`config.mk`:
```
export PLATFORM = sky130hd
export DESIGN_NAME = proj1_alu_seq
export DESIGN_NICKNAME = d
export VERILOG_FILES = /design/src/rtl/proj1_alu_seq.sv
export SDC_FILE = /design/constraint.sdc
export NUM_CORES = 1
export LEC_CHECK = 0
export CORE_MARGIN = 8
export CORE_UTILIZATION = 25
export DETAILED_ROUTE_END_ITERATION = 10
export GPL_ROUTABILITY_DRIVEN = 1
export PLACE_DENSITY = 0.4
export SYNTH_ARGS = -nofsm -noshare
export SYNTH_HDL_FRONTEND = slang
export SYNTH_SLANG_ARGS = --single-unit
```
`constraint.sdc`:
```
create_clock -name clk -period 3.8 [get_ports clk]
set_input_delay 0.76 -clock clk [delete_from_list [all_inputs] [get_ports clk]]
set_output_delay 0.76 -clock clk [all_outputs]
set_load 0.01 [all_outputs]
```
`src/rtl/proj1_alu_seq.sv`:
```
// proj1_alu_seq
// Instruction sequencer and 8 x 8-bit register file that drives the proj1 ALU.
// One instruction is accepted at a time over instr_valid/instr_ready. Its
// operands are read from the register file and registered onto the alu_*
// outputs. The sequencer then waits out the ALU's fixed latency and writes the
// result back, updating the {C,N,Z} status flags.
//
// Ports:
//   clk, rst                  clock (rising edge), asynchronous active-low reset
//   instr_valid/instr_ready   instruction handshake (ready only while idle)
//   instr_op/rd/rr            opcode, destination/operand A index, operand B index
//   wr_en/wr_addr/wr_data     direct register preload, usable in any state
//   rd_addr/rd_data           combinational debug read of the register file
//   sreg                      status flags {C,N,Z}
//   done                      one-cycle pulse after a completed writeback
//   err                       one-cycle pulse after an illegal opcode is taken
//   alu_data_rd/rr/ci/opcode  registered operands, carry-in and opcode to the ALU
//   alu_data_o, alu_co/no/zo  ALU result and flags, sampled on the writeback edge
module proj1_alu_seq #(
  parameter int ALU_LAT = 2
) (
  input  logic        clk,
  input  logic        rst,
  input  logic        instr_valid,
  output logic        instr_ready,
  input  logic [7:0]  instr_op,
  input  logic [2:0]  instr_rd,
  input  logic [2:0]  instr_rr,
  input  logic        wr_en,
  input  logic [2:0]  wr_addr,
  input  logic [7:0]  wr_data,
  input  logic [2:0]  rd_addr,
  output logic [7:0]  rd_data,
  output logic [2:0]  sreg,
  output logic        done,
  output logic        err,
  output logic [7:0]  alu_data_rd,
  output logic [7:0]  alu_data_rr,
  output logic        alu_ci,
  output logic [7:0]  alu_opcode,
  input  logic [15:0] alu_data_o,
  input  logic        alu_co,
  input  logic        alu_no,
  input  logic        alu_zo
);

  localparam int CW = (ALU_LAT < 2) ? 1 : $clog2(ALU_LAT + 1);

  typedef enum logic [1:0] {
    S_IDLE,
    S_WAIT,
    S_WB
  } state_t;

  // How the writeback treats the result and flags.
  typedef enum logic [1:0] {
    CLS_ARITH,   // shifts and add/addc/sub/subc: all flags from the ALU
    CLS_MULT,    // 16-bit result into a register pair, N kept
    CLS_LOGIC    // and/or/xor/neg: N,Z derived locally, C kept
  } op_class_t;

  state_t    state_q, state_d;
  op_class_t op_class, cls_q;
  logic      op_legal;

  logic [7:0]    regs [8];
  logic [CW-1:0] cnt_q;
  logic [2:0]    rd_q;
  logic          c_q, n_q, z_q;

  assign rd_data = regs[rd_addr];
  assign sreg    = {c_q, n_q, z_q};

  // Opcode decode into legality and writeback class.
  always_comb begin
    op_legal = 1'b0;
    op_class = CLS_ARITH;
    casez (instr_op)
      8'b0000_????: begin op_legal = 1'b1; op_class = CLS_ARITH; end
      8'b0100_????: begin op_legal = 1'b1; op_class = CLS_MULT;  end
      8'b1000_????,
      8'b1001_????,
      8'b1010_????,
      8'b1011_??00: begin op_legal = 1'b1; op_class = CLS_LOGIC; end
      8'b11??_????: begin op_legal = 1'b1; op_class = CLS_ARITH; end
      default:      begin op_legal = 1'b0; op_class = CLS_ARITH; end
    endcase
  end

  // State register.
  always_ff @(posedge clk or negedge rst) begin
    if (!rst) state_q <= S_IDLE;
    else      state_q <= state_d;
  end

  // Next state. The counter is loaded with ALU_LAT and WAIT hands over to WB
  // on the edge where it reaches zero, so the writeback edge lands exactly
  // ALU_LAT+1 edges after the accept edge.
  always_comb begin
    state_d     = state_q;
    instr_ready = 1'b0;
    case (state_q)
      S_IDLE: begin
        instr_ready = 1'b1;
        if (instr_valid && op_legal) state_d = S_WAIT;
      end
      S_WAIT: begin
        if (cnt_q <= CW'(1)) state_d = S_WB;
      end
      S_WB: begin
        state_d = S_IDLE;
      end
      default: begin
        state_d = S_IDLE;
      end
    endcase
  end

  // Datapath: operand capture, latency counter, register file and flags.
  // The preload write is issued before the writeback writes so that a
  // writeback to the same register overrides it.
  always_ff @(posedge clk or negedge rst) begin
    if (!rst) begin
      for (int i = 0; i < 8; i++) regs[i] <= 8'h00;
      cnt_q       <= '0;
      rd_q        <= 3'd0;
      cls_q       <= CLS_ARITH;
      alu_data_rd <= 8'h00;
      alu_data_rr <= 8'h00;
      alu_ci      <= 1'b0;
      alu_opcode  <= 8'h00;
      c_q         <= 1'b0;
      n_q         <= 1'b0;
      z_q         <= 1'b0;
      done        <= 1'b0;
      err         <= 1'b0;
    end else begin
      done <= 1'b0;
      err  <= 1'b0;
      if (wr_en) regs[wr_addr] <= wr_data;
      case (state_q)
        S_IDLE: begin
          if (instr_valid) begin
            if (op_legal) begin
              alu_data_rd <= regs[instr_rd];
              alu_data_rr <= regs[instr_rr];
              alu_ci      <= c_q;
              alu_opcode  <= instr_op;
              rd_q        <= instr_rd;
              cls_q       <= op_class;
              cnt_q       <= CW'(ALU_LAT);
            end else begin
              err <= 1'b1;
            end
          end
        end
        S_WAIT: begin
          cnt_q <= cnt_q - CW'(1);
        end
        S_WB: begin
          done       <= 1'b1;
          regs[rd_q] <= alu_data_o[7:0];
          case (cls_q)
            CLS_MULT: begin
              regs[rd_q + 3'd1] <= alu_data_o[15:8];
              c_q <= alu_co;
              z_q <= alu_zo;
            end
            CLS_LOGIC: begin
              n_q <= alu_data_o[7];
              z_q <= (alu_data_o[7:0] == 8'h00);
            end
            default: begin
              c_q <= alu_co;
              n_q <= alu_no;
              z_q <= alu_zo;
            end
          endcase
        end
        default: begin
          cnt_q <= '0;
        end
      endcase
    end
  end

endmodule

```
==> qor.yml, run 1 <==
drive_gt1_frac: 0.163
finalPower_mw: 6.12
finalWirelength_um: 25300
dp_hpwl_um: 19700
seq_area_frac_synth: 0.390
p_sw_frac: 0.390
hold_buffers: 0
place_area_sq_um: 7750
row_count: 59
drc: 0
vias: 5754
crit_arrival_ps: 2760
finalHoldViolations: 0
final_core_util: 0.312
clock.fmax_mhz: 284
slew_viol_final: 0
worstSkewPairLatency_ps: 360
synth_area_sq_um: 6610
cp-start-kind: "primary input"
cts_setup_buffers: 0
maxSlewHeadroom: 0.326
synthCells: 640
start_util: 0.254
ff2ff_setup_slack_ps: 1370
stdcell_area_sq_um: 8100
cts_buffer_depth: 2
die_area_sq_um: 31900
gr-total-overflow: 0
synth_top_area_frac: 0.390
die_w_um: 179
ant_nets: 0
cts_resized: 0
fin_worst_skew_ps: 10.9
syn2layout_area_growth_pct: 22.5
crit_start: "rd_addr[1]"
ys_ff_latch: 103
nNetsFinal: 741
clock_sinks: 103
min_path_type: "reg2reg"
rsz0062_at_grt: "no"
first_iter_violations: 693
firstDrtPassIters: 5
syn-mean-instance-area_sq_um: 10.3
r2r_cells: 5
finalSetupViolations: 0
maxCapViolCount: 0
yosysWarningCount: 0
synth_edf_count: 0
synthTopCellsByArea: "dfrtp_1, mux4_2, nand2_1"
track_usage: 0.159
tightest_slew_ps: 1010
worstPathMaxFanout: 11
finalWeightedCongestion: 0.811
p_comb_frac: 0.425
die_h_um: 179
postSynth.asyncResetShare: 1.00
synth_top_cell_by_area: "dfrtp_1"
grt_pass1_wl_um: 38100
clock_power_share: 0.181
peakVddDrop_mv: 0.325
crit_type: "in2out"
synth_cell_types: 46
io-pin-count: 90
yosys_most_used_dff: "dfrtp_1"
antenna_found_initial: 0
endpoint_kind: "primary output"
grt_max_degree: 73
grt_pass1_vias: 5695
cellLeakagePower_nw: 3.03
io_buffers: 89
finalCritPeriodShare: 0.927
timing.setup.tns_ps: 0
htree_num_levels: 3
p_sw_mw: 2.39
seqPwrFrac: 0.394
wire_per_inst_um: 24.6
cts_inserted_buffers: 9
r2r-end: "regs[60]"
period_needed_ps: 3520
cellPowerDensity_nw_per_um2: 756
cts_tree: "done"
endpoint: "rd_data[5]"
p_int_mw: 3.73
outcome: "finished clean"
routed_via_density: 5.59
core_region_area_sq_um: 26000
syn_nets: 693
clock-root-buffer: "clkbuf_16"
cp.required_ps: 3040
clk_pin_slew_ps: 80
r2r_start: "rd_q[0]"
==> state kept, by name, summed over array words and instances (netlist names), 2 cells and up <==
register     cells
cls_q            2
state_q          2
alu_data_rd      8
regs            64
cnt_q            2
alu_opcode       8
rd_q             3
alu_data_rr      8
==> layout make-up <==
| type | instances | area [sq um] |
|---|---|---|
| timing repair buffer | 101 | 1000 |
| sequential | 103 | 2580 |
| clock buffer | 9 | 225 |
| tap | 335 | 419 |
| fill | 2689 | 17900 |
| multi-input combinational | 466 | 3720 |
| inverter | 7 | 26.3 |
| antenna | 2 | 5.00 |
| clock inverter | 6 | 118 |
==> synthesized netlist by cell type, drive strengths merged, types with 3 or more instances <==
master  count
nand2     158
dfrtp     103
o22ai      65
a32oi      64
mux4       48
buf        47
o21ai      22
mux2       21
clkbuf     17
mux2i      17
nor2        9
a21o        8
nand2b      8
inv         7
nand3       6
a21oi       4
nor2b       4
nor3        4
nand3b      3
nand4       3
==> power groups by stage <==
| stage | logic [mW] | clock network, mW | registers (mW) |
|---|---|---|---|
| 2_1_floorplan | 1.77 | 0 | 2.04 |
| 3_3_place_gp | 2.60 | 0 | 2.38 |
| 3_5_place_dp | 2.63 | 0 | 2.41 |
| 4_1_cts | 2.64 | 1.14 | 2.39 |
| 6_report | 2.60 | 1.11 | 2.41 |
| 5_1_grt | 2.82 | 1.17 | 2.49 |
==> per-layer routing <==
layer,GRT usage,vias to the layer above,wire [um]
met5,0,-,0
met4,0.0369,0,302
met3,0.0322,18,1950
met2,0.247,251,11500
met1,0.224,2927,11600
li1,-,2558,-
==> how the worst min path moves through the flow <==
stage / from / end / slack [ps] / cells after the start
global placement: cnt_q[1] / state_q[1] / 430 / 1
finish: cnt_q[1] / state_q[1] / 470 / 1
CTS: cnt_q[1] / state_q[1] / 470 / 1
detailed placement: cnt_q[1] / state_q[1] / 460 / 1
floorplan: cnt_q[1] / state_q[1] / 420 / 1
global route: alu_data_rd[3] / alu_data_rd[3] / 500 / 2
==> stage by stage <==
stage | worst slack [ps] | cells | hold WS [ps]
3_3_place_gp | 265 | 1012 | 432
3_5_place_dp | 260 | 1012 | 464
6_report | 278 | 1029 | 469
2_1_floorplan | 966 | 640 | 423
5_1_grt | 212 | 1027 | 503
4_1_cts | 260 | 1027 | 474
==> cells by family (layout without fill, tap and decap cells) <==
family / after synthesis / in the layout / synth area share
mux: 86 / 86 / 0.225
xor+xnor: 2 / 2 / 0.00663
fa+ha+maj: 2 / 2 / 0.00379
buf+inv: 71 / 123 / 0.0471
flops: 103 / 103 / 0.390
other cells: 0 / 2 / 0
simple gates: 208 / 208 / 0.143
compound gates: 168 / 168 / 0.185
==> cell usage in the layout, fill, tap and decap left out, types with 3 or more instances in the layout <==
master	count
o21ai_0	21
clkbuf_16	9
nand3_1	6
mux2_2	21
dfrtp_1	103
nor2_1	9
nand2_1	154
nand2_2	4
a21oi_1	4
buf_4	11
a21o_4	3
inv_1	6
a32oi_1	64
bufinv_16	3
nand2b_1	8
a21o_1	5
nor2b_1	4
mux2i_1	17
clkdlybuf4s50_1	88
nor3_1	4
o22ai_1	65
mux4_2	48
==> worst max-delay path, stage by stage <==
cell and delay [ps]:
clkdlybuf4s50_1 640, buf_4 260, mux4_2 310, mux2_2 300
clkdlybuf4s50_1 500
No activity file was read; power rests on OpenSTA's default activity.
==> run 2: changes to the inputs <==
--- a/config.mk
+++ b/config.mk
@@ -5,6 +5,7 @@
 export SDC_FILE = /design/constraint.sdc
 export NUM_CORES = 1
 export LEC_CHECK = 0
+export CAP_MARGIN = 15
 export CORE_MARGIN = 8
 export CORE_UTILIZATION = 25
 export DETAILED_ROUTE_END_ITERATION = 10
==> results of run 2 <==
Same layout as run 1: the final DEF is identical, and so are final timing and power.
